$ cat src/rtl/rs_dec_pkg.sv
// Shared constants and FSM encoding for the RS(16,8) key-equation scheduler.
package rs_dec_pkg;
  localparam int SYM_BW  = 8;
  localparam int SYN_W   = SYM_BW * 8;
  localparam int LAM_W   = SYM_BW * 5;
  localparam int OMG_W   = SYM_BW * 4;
  localparam int TIMEOUT = 20;

  typedef enum logic [1:0] {
    IDLE   = 2'd0,
    LAUNCH = 2'd1,
    WAIT   = 2'd2
  } kes_state_e;
endpackage

$ cat src/rtl/rr_arbiter.sv
// Combinational round-robin arbiter: first requester at or after ptr_i wins.
module rr_arbiter #(
  parameter int N_LANE = 4,
  parameter int ID_W   = 2
) (
  input  logic [N_LANE-1:0] req_i,
  input  logic [ID_W-1:0]   ptr_i,
  output logic [N_LANE-1:0] gnt_o,
  output logic [ID_W-1:0]   id_o
);
  logic [ID_W:0]   sum;
  logic [ID_W-1:0] idx;

  always_comb begin
    gnt_o = '0;
    id_o  = '0;
    sum   = '0;
    idx   = '0;
    // Walk from the farthest lane back to the pointer so the nearest requester wins.
    for (int i = N_LANE - 1; i >= 0; i--) begin
      sum = {1'b0, ptr_i} + (ID_W + 1)'(i);
      if (sum >= (ID_W + 1)'(N_LANE)) sum = sum - (ID_W + 1)'(N_LANE);
      idx = sum[ID_W-1:0];
      if (req_i[idx]) begin
        gnt_o      = '0;
        gnt_o[idx] = 1'b1;
        id_o       = idx;
      end
    end
  end
endmodule

$ cat src/rtl/kes_sched.sv
// Shares one Berlekamp-Massey engine between syndrome lanes; zero syndromes bypass
// the engine, results leave through a single-entry valid/ready register.
module kes_sched
  import rs_dec_pkg::*;
#(
  parameter int N_LANE = 4,
  parameter int ID_W   = 2
) (
  input  logic                    clk,
  input  logic                    rst,
  input  logic [N_LANE-1:0]       req,
  input  logic [N_LANE*SYN_W-1:0] syn_in,
  output logic [N_LANE-1:0]       gnt,
  output logic                    kes_start,
  output logic [SYN_W-1:0]        kes_syndrome,
  input  logic [LAM_W-1:0]        kes_lamda,
  input  logic [OMG_W-1:0]        kes_omega,
  input  logic                    kes_done,
  output logic                    out_valid,
  input  logic                    out_ready,
  output logic [ID_W-1:0]         out_lane,
  output logic [LAM_W-1:0]        out_lamda,
  output logic [OMG_W-1:0]        out_omega,
  output logic                    out_err_free,
  output logic                    out_timeout,
  output logic                    busy,
  output logic [1:0]              dbg_state
);
  localparam int CNT_W = $clog2(TIMEOUT);

  // Output handshake: a result is transferred on any edge where out_valid & out_ready.
  // The register only loads when it is empty or being drained the same edge.
  kes_state_e        state_q, state_d;
  logic [ID_W-1:0]   rr_q, rr_d, lane_q, lane_d;
  logic [SYN_W-1:0]  syn_q, syn_d;
  logic [CNT_W-1:0]  cnt_q, cnt_d;
  logic              ov_q, ov_d, oef_q, oef_d, oto_q, oto_d;
  logic [ID_W-1:0]   olane_q, olane_d;
  logic [LAM_W-1:0]  olam_q, olam_d;
  logic [OMG_W-1:0]  oomg_q, oomg_d;

  logic              slot_free, load, ld_ef, ld_to;
  logic [LAM_W-1:0]  ld_lam;
  logic [OMG_W-1:0]  ld_omg;
  logic [N_LANE-1:0] arb_gnt;
  logic [ID_W-1:0]   arb_id;
  logic [SYN_W-1:0]  slice;

  rr_arbiter #(.N_LANE(N_LANE), .ID_W(ID_W)) u_arb (
    .req_i (req),
    .ptr_i (rr_q),
    .gnt_o (arb_gnt),
    .id_o  (arb_id)
  );

  always_comb begin
    slice = '0;
    for (int i = 0; i < N_LANE; i++) begin
      if (arb_id == ID_W'(i)) slice = syn_in[i*SYN_W +: SYN_W];
    end
  end

  assign slot_free = !ov_q || out_ready;

  always_comb begin
    state_d   = state_q;
    rr_d      = rr_q;
    lane_d    = lane_q;
    syn_d     = syn_q;
    cnt_d     = cnt_q;
    gnt       = '0;
    kes_start = 1'b0;
    load      = 1'b0;
    ld_lam    = '0;
    ld_omg    = '0;
    ld_ef     = 1'b0;
    ld_to     = 1'b0;
    case (state_q)
      IDLE: begin
        if (slot_free && |req) begin
          gnt    = arb_gnt;
          syn_d  = slice;
          lane_d = arb_id;
          rr_d   = (arb_id == ID_W'(N_LANE - 1)) ? '0 : arb_id + 1'b1;
          if (slice == '0) begin
            load   = 1'b1;
            ld_lam = LAM_W'(1);
            ld_ef  = 1'b1;
          end else begin
            state_d = LAUNCH;
          end
        end
      end
      LAUNCH: begin
        kes_start = 1'b1;
        cnt_d     = '0;
        state_d   = WAIT;
      end
      WAIT: begin
        // A blocked output slot freezes the timeout count as well.
        if (slot_free) begin
          if (kes_done) begin
            load    = 1'b1;
            ld_lam  = kes_lamda;
            ld_omg  = kes_omega;
            state_d = IDLE;
          end else if (cnt_q == CNT_W'(TIMEOUT - 1)) begin
            load    = 1'b1;
            ld_to   = 1'b1;
            state_d = IDLE;
          end else begin
            cnt_d = cnt_q + 1'b1;
          end
        end
      end
      default: state_d = IDLE;
    endcase
  end

  always_comb begin
    ov_d    = ov_q;
    olane_d = olane_q;
    olam_d  = olam_q;
    oomg_d  = oomg_q;
    oef_d   = oef_q;
    oto_d   = oto_q;
    if (load) begin
      ov_d    = 1'b1;
      olane_d = lane_d;
      olam_d  = ld_lam;
      oomg_d  = ld_omg;
      oef_d   = ld_ef;
      oto_d   = ld_to;
    end else if (out_ready) begin
      ov_d = 1'b0;
    end
  end

  always_ff @(posedge clk) begin
    if (rst) begin
      state_q <= IDLE;
      rr_q    <= '0;
      lane_q  <= '0;
      syn_q   <= '0;
      cnt_q   <= '0;
      ov_q    <= 1'b0;
      olane_q <= '0;
      olam_q  <= '0;
      oomg_q  <= '0;
      oef_q   <= 1'b0;
      oto_q   <= 1'b0;
    end else begin
      state_q <= state_d;
      rr_q    <= rr_d;
      lane_q  <= lane_d;
      syn_q   <= syn_d;
      cnt_q   <= cnt_d;
      ov_q    <= ov_d;
      olane_q <= olane_d;
      olam_q  <= olam_d;
      oomg_q  <= oomg_d;
      oef_q   <= oef_d;
      oto_q   <= oto_d;
    end
  end

  assign kes_syndrome = syn_q;
  assign out_valid    = ov_q;
  assign out_lane     = olane_q;
  assign out_lamda    = olam_q;
  assign out_omega    = oomg_q;
  assign out_err_free = oef_q;
  assign out_timeout  = oto_q;
  assign busy         = (state_q != IDLE);
  assign dbg_state    = state_q;
endmodule
$ cat config.mk
export PLATFORM = sky130hd
export DESIGN_NAME = kes_sched
export DESIGN_NICKNAME = d
export VERILOG_FILES = /design/src/rtl/rs_dec_pkg.sv /design/src/rtl/rr_arbiter.sv /design/src/rtl/kes_sched.sv
export SDC_FILE = /design/constraint.sdc
export NUM_CORES = 1
export LEC_CHECK = 0
export ABC_AREA = 0
export BUFFER_PORTS_ARGS = -buffer_cell sky130_fd_sc_hd__buf_2
export CORE_AREA = 2 2 189 191
export CTS_BUF_LIST = sky130_fd_sc_hd__clkbuf_4 sky130_fd_sc_hd__clkbuf_8 sky130_fd_sc_hd__clkbuf_16
export DETAILED_ROUTE_END_ITERATION = 8
export DIE_AREA = 0 0 191 193
export PLACE_DENSITY = 0.55
export SYNTH_ARGS = -nofsm -noshare
export SYNTH_HDL_FRONTEND = slang
export SYNTH_SLANG_ARGS = --single-unit
$ cat constraint.sdc
create_clock -name clk -period 7.4 [get_ports clk]
set_input_delay 1.11 -clock clk [delete_from_list [all_inputs] [get_ports clk]]
set_output_delay 1.11 -clock clk [all_outputs]
set_load 0.01 [all_outputs]
==> PnR_summary.wiki, run 1 <==
{| class="wikitable"
! Metric !! Value
|-
| Critical path launch point type || flip-flop
|-
| Count of vias placed by the detailed router || 8897
|-
| Time the worst path needs with I/O delays and setup || 6.76 ns
|-
| Fmax achieved || 0.148 GHz
|-
| Dominant cell type by area after synthesis || sky130_fd_sc_hd__dfxtp_1
|-
| Instance count along the most critical hold path || 2
|-
| Clk Tree Root Cell || sky130_fd_sc_hd__clkbuf_16
|-
| Overall overflow remaining after global route || 0
|-
| Pins Over Slew Limit || 0
|-
| Worst Path Class, Setup || reg -> reg
|-
| Total CTS buffers || 17
|-
| Setup skew after layout || ~0.011 ns
|-
| Number of sinks handled by clock tree synthesis || 152
|-
| Cell depth of the worst flop-to-flop path || 17
|-
| Synthesis warning total || 0
|-
| Vias in the first global route || 8254
|-
| Clk buf depth || 2
|-
| Endpoint arrival time on the critical path || 7.08 ns
|-
| Least setup slack across all paths after layout || 0.644 ns
|-
| Average instance area after synthesis || 8.89 um^2
|-
| Largest net degree at the start of global routing || 81
|-
| Worst slack on hold paths || 0.464 ns
|-
| Number of DRC violations after detailed-routing iteration 0 || roughly 580
|-
| Setup TNS || 0 ns
|-
| Status || finished clean
|-
| Die H || around 190 um
|-
| Number of input and output port buffers inserted || 484
|-
| Final setup violating endpoints || 0
|-
| CTS tree || done
|-
| DR pass1 iterations || 5
|-
| Remaining antenna violation count || 0
|-
| Cell Rows || between 60 and 70
|-
| Number of antenna violations at the first check in global routing || 7
|-
| Crit-path max FO || 72
|-
| Post-synthesis sequential area ratio || around 41%
|-
| Total setup buffers inserted after CTS || 0
|-
| DP Worst Slack || roughly 0.26 ns
|-
| PwrDens || 456 nW/um^2
|-
| Synth async-reset ratio || 0%
|-
| Most frequent cells in the layout || 483 x sky130_fd_sc_hd__buf_2, 152 x sky130_fd_sc_hd__dfxtp_1, 117 x sky130_fd_sc_hd__o22ai_1, 78 x sky130_fd_sc_hd__a21oi_1, 75 x sky130_fd_sc_hd__nor2_1
|-
| Number of nets in the finished design || 1612
|-
| Top cell type's share of synthesized area || 41.4%
|-
| I/O pins || 485
|-
| Synthesized netlist cell count || 827
|-
| Worst rel slew slack || 33.7%
|-
| Transition time of the tightest slew-check pin || approximately 0.99 ns
|-
| Placed wire-length estimate after detailed placement || 29.9 mm
|-
| Final hold violation count || 0
|-
| Setup repair after global routing missed its margin || no
|-
| Synthesized flop and latch total || ~150
|-
| Weighted congestion reported at the end of routability-driven placement || 0.911
|-
| WL/cell || between 20 and 25 um
|-
| Die area || 36900 um^2
|-
| Fraction of layout instances using a drive strength above 1 || 43.2%
|-
| Clock slew seen by the registers of the worst setup and hold paths || approximately 0.070 ns
|-
| Most common cell after layout, fill and taps aside || sky130_fd_sc_hd__buf_2
|-
| Period utilisation layout || about nine tenths
|-
| Most frequently used flop master after synthesis || sky130_fd_sc_hd__dfxtp_1
|-
| Worst IR Drop VDD || 257 uV
|-
| CTS H-Tree Depth || 4
|-
| Post-synthesis cell type count || 38
|-
| All-Layer GR Usage || 19.4%
|-
| WL final || 37.8 mm
|-
| Max-capacitance violation count || 0
|-
| Leakage power total || 4.78 nW
|-
| Core area || 35000 um^2
|-
| Clock latency at the later pin of the worst-skew pair || about 0.44 ns
|-
| Post-synthesis instance area || 7350 um^2
|-
| Required @ worst endpoint || 7.73 ns
|-
| Post-synthesis to final-layout area growth || 45.5%
|-
| Avg Vias per Cell || 5.10
|-
| Top cells by area in the synthesized netlist || sky130_fd_sc_hd__dfxtp_1 41%, sky130_fd_sc_hd__o22ai_1 10%, sky130_fd_sc_hd__a32o_1 9.7%, sky130_fd_sc_hd__a221oi_1 7.7%, sky130_fd_sc_hd__a21oi_1 5.3%
|-
| Remaining DRCs || 0
|-
| Starting utilization of the core area || 21.0%
|-
| Hold-fix buffers, CTS || 0
|-
| Wire length of the first global-routing pass || 52.6 mm
|-
| Net count after synthesis || 1176
|-
| Number of enable flip-flop cells after synthesis || 0
|-
| Worst min path class || reg -> reg
|-
| Number of resized instances in the post-cts repair step || 0
|-
| Horizontal extent of the die || 191 um
|-
| CP Capture Type || flip-flop
|}
[stage by stage]
step,std cells,total power [mW],utilization [%],area [um^2]
2_1_floorplan,827,2.96,-,7350
3_3_place_gp,1705,4.00,28.9,10100
3_5_place_dp,1705,4.03,28.9,10100
4_1_cts,1737,4.93,30.6,10700
5_1_grt,1741,5.24,30.6,10700
6_report,1743,4.88,30.6,10700
[cells by family (layout without fill, tap and decap cells)]
family	after synthesis	after routing	share of synthesized area, %
buf+inv	95	544	6.23
fa+ha+maj	13	13	2.21
simple gates	204	204	13.1
flops	152	152	41.4
other cells	0	6	0
xor+xnor	3	3	0.357
compound gates	353	353	35.3
mux	7	7	1.46
[critical path: stages, from the launching register on]
cell	delay, ns
sky130_fd_sc_hd__dfxtp_1	0.68
sky130_fd_sc_hd__inv_1	0.20
sky130_fd_sc_hd__ha_1	0.39
sky130_fd_sc_hd__mux4_2	0.24
sky130_fd_sc_hd__nor2b_1	0.37
sky130_fd_sc_hd__nor2_1	0.08
sky130_fd_sc_hd__o31ai_1	0.57
sky130_fd_sc_hd__inv_1	0.17
sky130_fd_sc_hd__ha_1	0.26
sky130_fd_sc_hd__or2_2	0.60
sky130_fd_sc_hd__buf_4	0.34
sky130_fd_sc_hd__a221oi_1	0.60
sky130_fd_sc_hd__o22ai_1	0.13
sky130_fd_sc_hd__nor4_1	0.47
sky130_fd_sc_hd__nand4_1	0.35
sky130_fd_sc_hd__o31a_2	0.37
sky130_fd_sc_hd__buf_4	0.33
sky130_fd_sc_hd__a32o_1	0.38
[metal layers]
layer  up-vias  global-route usage [%]  wire length, um
li1       4224                       -                -
met1      4259                    24.8            16000
met2       378                    32.5            18500
met3        34                    4.24             2440
met4         2                    6.47              839
met5         -                       0               13
[cells in the mapped netlist, types with 4 or more instances]
cell	n
sky130_fd_sc_hd__dfxtp_1	152
sky130_fd_sc_hd__o22ai_1	117
sky130_fd_sc_hd__a21oi_1	78
sky130_fd_sc_hd__nor2_1	76
sky130_fd_sc_hd__a32o_1	71
sky130_fd_sc_hd__nor3_1	71
sky130_fd_sc_hd__clkbuf_1	66
sky130_fd_sc_hd__a221oi_1	65
sky130_fd_sc_hd__nand2_1	16
sky130_fd_sc_hd__nor4_1	16
sky130_fd_sc_hd__buf_6	13
sky130_fd_sc_hd__ha_1	13
sky130_fd_sc_hd__inv_1	11
sky130_fd_sc_hd__nor2b_1	6
sky130_fd_sc_hd__a211o_1	5
sky130_fd_sc_hd__nand4_1	5
sky130_fd_sc_hd__o21ai_0	5
sky130_fd_sc_hd__mux2i_1	4
[report_power, final]
part | total, mW | internal (mW) | switching, mW
Clock | 0.869 | 0.451 | 0.418
Sequential | 1.15 | 1.02 | 0.129
Combinational | 2.86 | 1.01 | 1.85
Total | 4.88 | 2.49 | 2.40
[cell type report]
cell class                 instances  area (um^2)
fill                            3789        24300
multi-input combinational        580         3880
sequential                       152         3040
timing repair buffer             500         2560
tap                              461          577
clock buffer                      17          425
clock inverter                    15          155
inverter                          12         45.0
antenna                            6         15.0
[flip-flops by register name, indices dropped and copies added (netlist names)]
| register | count |
|---|---|
| out_lane | 2 |
| lane_q | 2 |
| out_timeout | 1 |
| out_valid | 1 |
| dbg_state | 2 |
| out_omega | 32 |
| out_err_free | 1 |
| out_lamda | 40 |
| kes_syndrome | 64 |
| rr_q | 2 |
| cnt_q | 5 |
[worst paths after layout]
path / from / to / slack, ns
worst max register to register: rr_q[0]$_SDFFE_PP0P_ / out_omega[31]$_SDFFE_PP0P_ / 0.64
worst min register to register: lane_q[1]$_SDFF_PP0_ / lane_q[1]$_SDFF_PP0_ / 0.46
worst max-delay path: rr_q[0]$_SDFFE_PP0P_ / out_omega[31]$_SDFFE_PP0P_ / 0.64
worst min-delay path: lane_q[1]$_SDFF_PP0_ / lane_q[1]$_SDFF_PP0_ / 0.46
No activity file was read; power rests on OpenSTA's default activity.
==> inputs of run 2 (changes only) <==
--- a/config.mk
+++ b/config.mk
@@ -7,11 +7,12 @@
 export LEC_CHECK = 0
 export ABC_AREA = 0
 export BUFFER_PORTS_ARGS = -buffer_cell sky130_fd_sc_hd__buf_2
-export CORE_AREA = 2 2 189 191
+export CORE_AREA = 2 2 188 190
 export CTS_BUF_LIST = sky130_fd_sc_hd__clkbuf_4 sky130_fd_sc_hd__clkbuf_8 sky130_fd_sc_hd__clkbuf_16
 export DETAILED_ROUTE_END_ITERATION = 8
-export DIE_AREA = 0 0 191 193
+export DIE_AREA = 0 0 190 192
 export PLACE_DENSITY = 0.55
 export SYNTH_ARGS = -nofsm -noshare
 export SYNTH_HDL_FRONTEND = slang
+export SYNTH_HIERARCHICAL = 1
 export SYNTH_SLANG_ARGS = --single-unit
==> PnR_summary.wiki, run 2 <==
{| class="wikitable"
! Metric !! Value
|-
| PwrDens || about 420 nW/um^2
|-
| Top cells by area in the synthesized netlist || sky130_fd_sc_hd__dfxtp_1 42%, sky130_fd_sc_hd__a32o_1 9.9%, sky130_fd_sc_hd__o22ai_1 8.2%, sky130_fd_sc_hd__a221oi_1 7.4%, sky130_fd_sc_hd__a21oi_1 5.2%
|-
| Post-synthesis cell type count || 55
|-
| Total setup buffers inserted after CTS || 0
|-
| Count of vias placed by the detailed router || 8768
|-
| CTS tree || done
|-
| Number of buffer and inverter stages on the critical path || 4
|-
| Clk buf depth || 2
|-
| Sequence of cells on the critical path || buf_2 -> mux2_2 -> mux2i_1 -> nand3_1 -> o22ai_1 -> inv_1 -> ha_1 -> or2_2 -> buf_4 -> a221oi_1 -> o22ai_1 -> nor4_1 -> and4_1 -> nand3_2 -> buf_4 -> a32o_1
|-
| Instance count along the most critical hold path || 2
|-
| Reg-to-reg startpoint || rr_q[0]$_SDFFE_PP0P_
|-
| Placed wire-length estimate after detailed placement || between 20 and 30 mm
|-
| Cell with the most instances after synthesis || sky130_fd_sc_hd__dfxtp_1
|-
| Cell Rows || 68
|-
| Clock slew seen by the registers of the worst setup and hold paths || approximately 0.070 ns
|-
| Slowest cell delay on critical path || roughly 0.73 ns
|-
| Overall overflow remaining after global route || 0
|-
| Status || finished clean
|-
| Number of antenna violations at the first check in global routing || 11
|-
| Dominant cell type by area after synthesis || sky130_fd_sc_hd__dfxtp_1
|-
| Remaining DRCs || 0
|-
| Number of nets in the finished design || 1588
|-
| Synth async-reset ratio || 0%
|-
| WL final || around 36 mm
|-
| Clk Tree Root Cell || sky130_fd_sc_hd__clkbuf_16
|-
| Global Route met3 Usage || about 6%
|-
| Max-capacitance violation count || 0
|-
| Setup skew after layout || 0.0139 ns
|-
| Crit-path max FO || 75
|-
| Startpoint of the worst hold path || kes_syndrome[24]$_SDFFE_PP0P_
|-
| Fraction of layout instances using a drive strength above 1 || 43.9%
|-
| Net count after synthesis || 1157
|-
| Avg Vias per Cell || 5.12
|-
| Die area || 36500 um^2
|-
| Fmax achieved || 0.158 GHz
|-
| Final setup violating endpoints || 0
|-
| Worst rel slew slack || 28.9%
|-
| Average instance area after synthesis || about 9.0 um^2
|-
| Leakage power total || between 4 and 5 nW
|-
| Worst IR Drop VDD || 179 uV
|-
| Number of input and output port buffers inserted || approximately 480
|-
| Slowest cell on crit path || sky130_fd_sc_hd__nor4_1
|-
| Remaining antenna violation count || 0
|-
| Number of resized instances in the post-cts repair step || 0
|-
| Most used routing layer || met2
|-
| Worst r2r dst || out_lamda[4]$_SDFFE_PP0P_
|-
| Critical path launch point type || input port
|-
| WL/cell || 21.2 um
|-
| Worst Path Class, Setup || in -> reg
|-
| Clock latency at the later pin of the worst-skew pair || 0.45 ns
|-
| I/O pins || 485
|-
| All-Layer GR Usage || 18.9%
|-
| Vias in the first global route || 7828
|-
| Weighted congestion reported at the end of routability-driven placement || 0.889
|-
| Core area || 34300 um^2
|-
| Required @ worst endpoint || 7.73 ns
|-
| Most frequently used flop master after synthesis || sky130_fd_sc_hd__dfxtp_1
|-
| Overall power of the completed layout || 4.46 mW
|-
| Max reg flops || 64
|-
| Post-synthesis sequential area ratio || 41.7%
|-
| Horizontal extent of the die || about 190 um
|-
| Worst min path class || reg -> reg
|-
| Most frequent cells after synthesis || 152 x sky130_fd_sc_hd__dfxtp_1, 96 x sky130_fd_sc_hd__o22ai_1, 76 x sky130_fd_sc_hd__a21oi_1
|-
| Number of sinks handled by clock tree synthesis || 152
|-
| Endpoint arrival time on the critical path || 6.67 ns
|-
| Dominant combinational cell family by area after synthesis || compound AO/OA/AOI/OAI gates
|-
| Final hold violation count || 0
|-
| Synthesized netlist cell count || 808
|-
| Synthesis warning total || 6
|-
| GR Layer Usage met2 || between 20% and 30%
|-
| Synth Area in Simple Gates || between 10% and 20%
|-
| Synthesized flop and latch total || 152
|-
| Fraction of synthesized area in multiplexers || 1.82%
|-
| Top cell type's share of synthesized area || a little over two fifths
|-
| Adder-cell share of the synthesized area || 2.23%
|-
| Hold-fix buffers, CTS || 0
|-
| Largest net degree at the start of global routing || 84
|-
| R2R Setup Slk || 1.08 ns
|-
| CP Capture Type || flip-flop
|-
| Time the worst path needs with I/O delays and setup || 6.34 ns
|-
| Period utilisation layout || 85.7%
|-
| Starting utilization of the core area || 21.3%
|-
| Pins Over Slew Limit || 0
|-
| Total CTS buffers || 17
|-
| Number of DRC violations after detailed-routing iteration 0 || between 500 and 600
|-
| Die H || 192 um
|-
| Global Route met1 Usage || 24.2%
|-
| Setup TNS || 0 ns
|-
| DR pass1 iterations || 5
|-
| Transition time of the tightest slew-check pin || 1.07 ns
|-
| Cell depth of the worst flop-to-flop path || 15
|-
| Most common cell after layout, fill and taps aside || sky130_fd_sc_hd__buf_2
|-
| Number of enable flip-flop cells after synthesis || 0
|-
| Post-synthesis instance area || 7290 um^2
|-
| CP top delay family || simple AND/OR/NAND/NOR gates
|-
| Post-synthesis to final-layout area growth || 46.0%
|-
| Most frequent cells in the layout || 483 x sky130_fd_sc_hd__buf_2, 152 x sky130_fd_sc_hd__dfxtp_1, 96 x sky130_fd_sc_hd__o22ai_1, 75 x sky130_fd_sc_hd__a21oi_1, 72 x sky130_fd_sc_hd__a32o_1
|-
| Wire length of the first global-routing pass || 50.8 mm
|-
| CTS H-Tree Depth || 4
|-
| Worst slack on hold paths || 0.453 ns
|-
| Synth Area in XOR/XNOR || 0.360%
|-
| Fraction of the mapped netlist area in compound gates || 33.7%
|-
| Setup repair after global routing missed its margin || no
|-
| Hold Path End || kes_syndrome[24]$_SDFFE_PP0P_
|}
## run 2: cell types whose count changed after synthesis, sizes merged, moves of 5 or more
cell / previous run / this run
a221oi: 68 / 63
o22ai: 117 / 96
nor3: 71 / 44
nand2: 16 / 36
or3: 0 / 25
nor4: 16 / 9
nor2: 76 / 53
## run 2: metrics by stage
step	cells	util [%]	worst slack, ns	area [um^2]
final	1714	31.0	1.06	10600
after detailed placement	1675	29.2	0.490	10000
after CTS	1707	31.0	0.971	10600
after floorplan	808	-	2.65	7290
after global routing	1711	31.0	0.463	10600
after global placement	1675	29.2	0.569	10000
## run 2: cells by family after synthesis
family,Yosys count
XOR/XNOR,3
AO/OA/AOI/OAI,333
flip-flops,152
multiplexers,10
buffers and inverters,91
adder cells (fa/ha/maj),13
AND/OR/NAND/NOR,206
## run 2: layout make-up
type	instances	area (um^2)
multi-input combinational	565	3850
inverter	8	30.0
timing repair buffer	495	2530
clock buffer	17	425
antenna	7	17.5
clock inverter	15	178
sequential	152	3040
tap	455	569
fill	3667	23600
## run 2: how the worst max path moves through the flow
stage                               from                    endpoint  slack, ns  cells past startpoint
floorplan                         req[1]  out_lamda[10]$_SDFFE_PP0P_       2.65                     17
CTS                 rr_q[0]$_SDFFE_PP0P_   out_lamda[9]$_SDFFE_PP0P_       0.97                     15
global route        rr_q[0]$_SDFFE_PP0P_   out_lamda[6]$_SDFFE_PP0P_       0.46                     15
detailed placement                req[1]   out_lamda[9]$_SDFFE_PP0P_       0.49                     16
global placement                  req[1]    out_lane[0]$_SDFFE_PP0P_       0.57                     16
finish                            req[1]   out_lamda[4]$_SDFFE_PP0P_       1.06                     16
## run 2: worst reg2reg max path: stages (launching register included)
cell and delay [ns]:
sky130_fd_sc_hd__dfxtp_1 0.66, sky130_fd_sc_hd__mux2_2 0.46, sky130_fd_sc_hd__mux2i_1 0.47, sky130_fd_sc_hd__nand3_1 0.14
sky130_fd_sc_hd__o22ai_1 0.48, sky130_fd_sc_hd__inv_1 0.14, sky130_fd_sc_hd__ha_1 0.27, sky130_fd_sc_hd__or2_2 0.61
sky130_fd_sc_hd__buf_4 0.39, sky130_fd_sc_hd__a221oi_1 0.41, sky130_fd_sc_hd__o22ai_1 0.13, sky130_fd_sc_hd__nor4_1 0.73
sky130_fd_sc_hd__and4_1 0.45, sky130_fd_sc_hd__nand3_2 0.10, sky130_fd_sc_hd__buf_4 0.35, sky130_fd_sc_hd__a32o_1 0.43
## run 2: power by group
group | switching, mW | internal (mW)
combinational | 1.54 | 0.930
sequential | 0.102 | 1.00
clock | 0.433 | 0.456
total | 2.07 | 2.39
## run 2: layer usage
metal,routed length [um],share of wire (%),vias up
met5,49,0.13,-
met3,2910,8.0,54
met4,843,2.3,8
met2,17300,48,408
met1,15300,42,4181
li1,-,-,4117
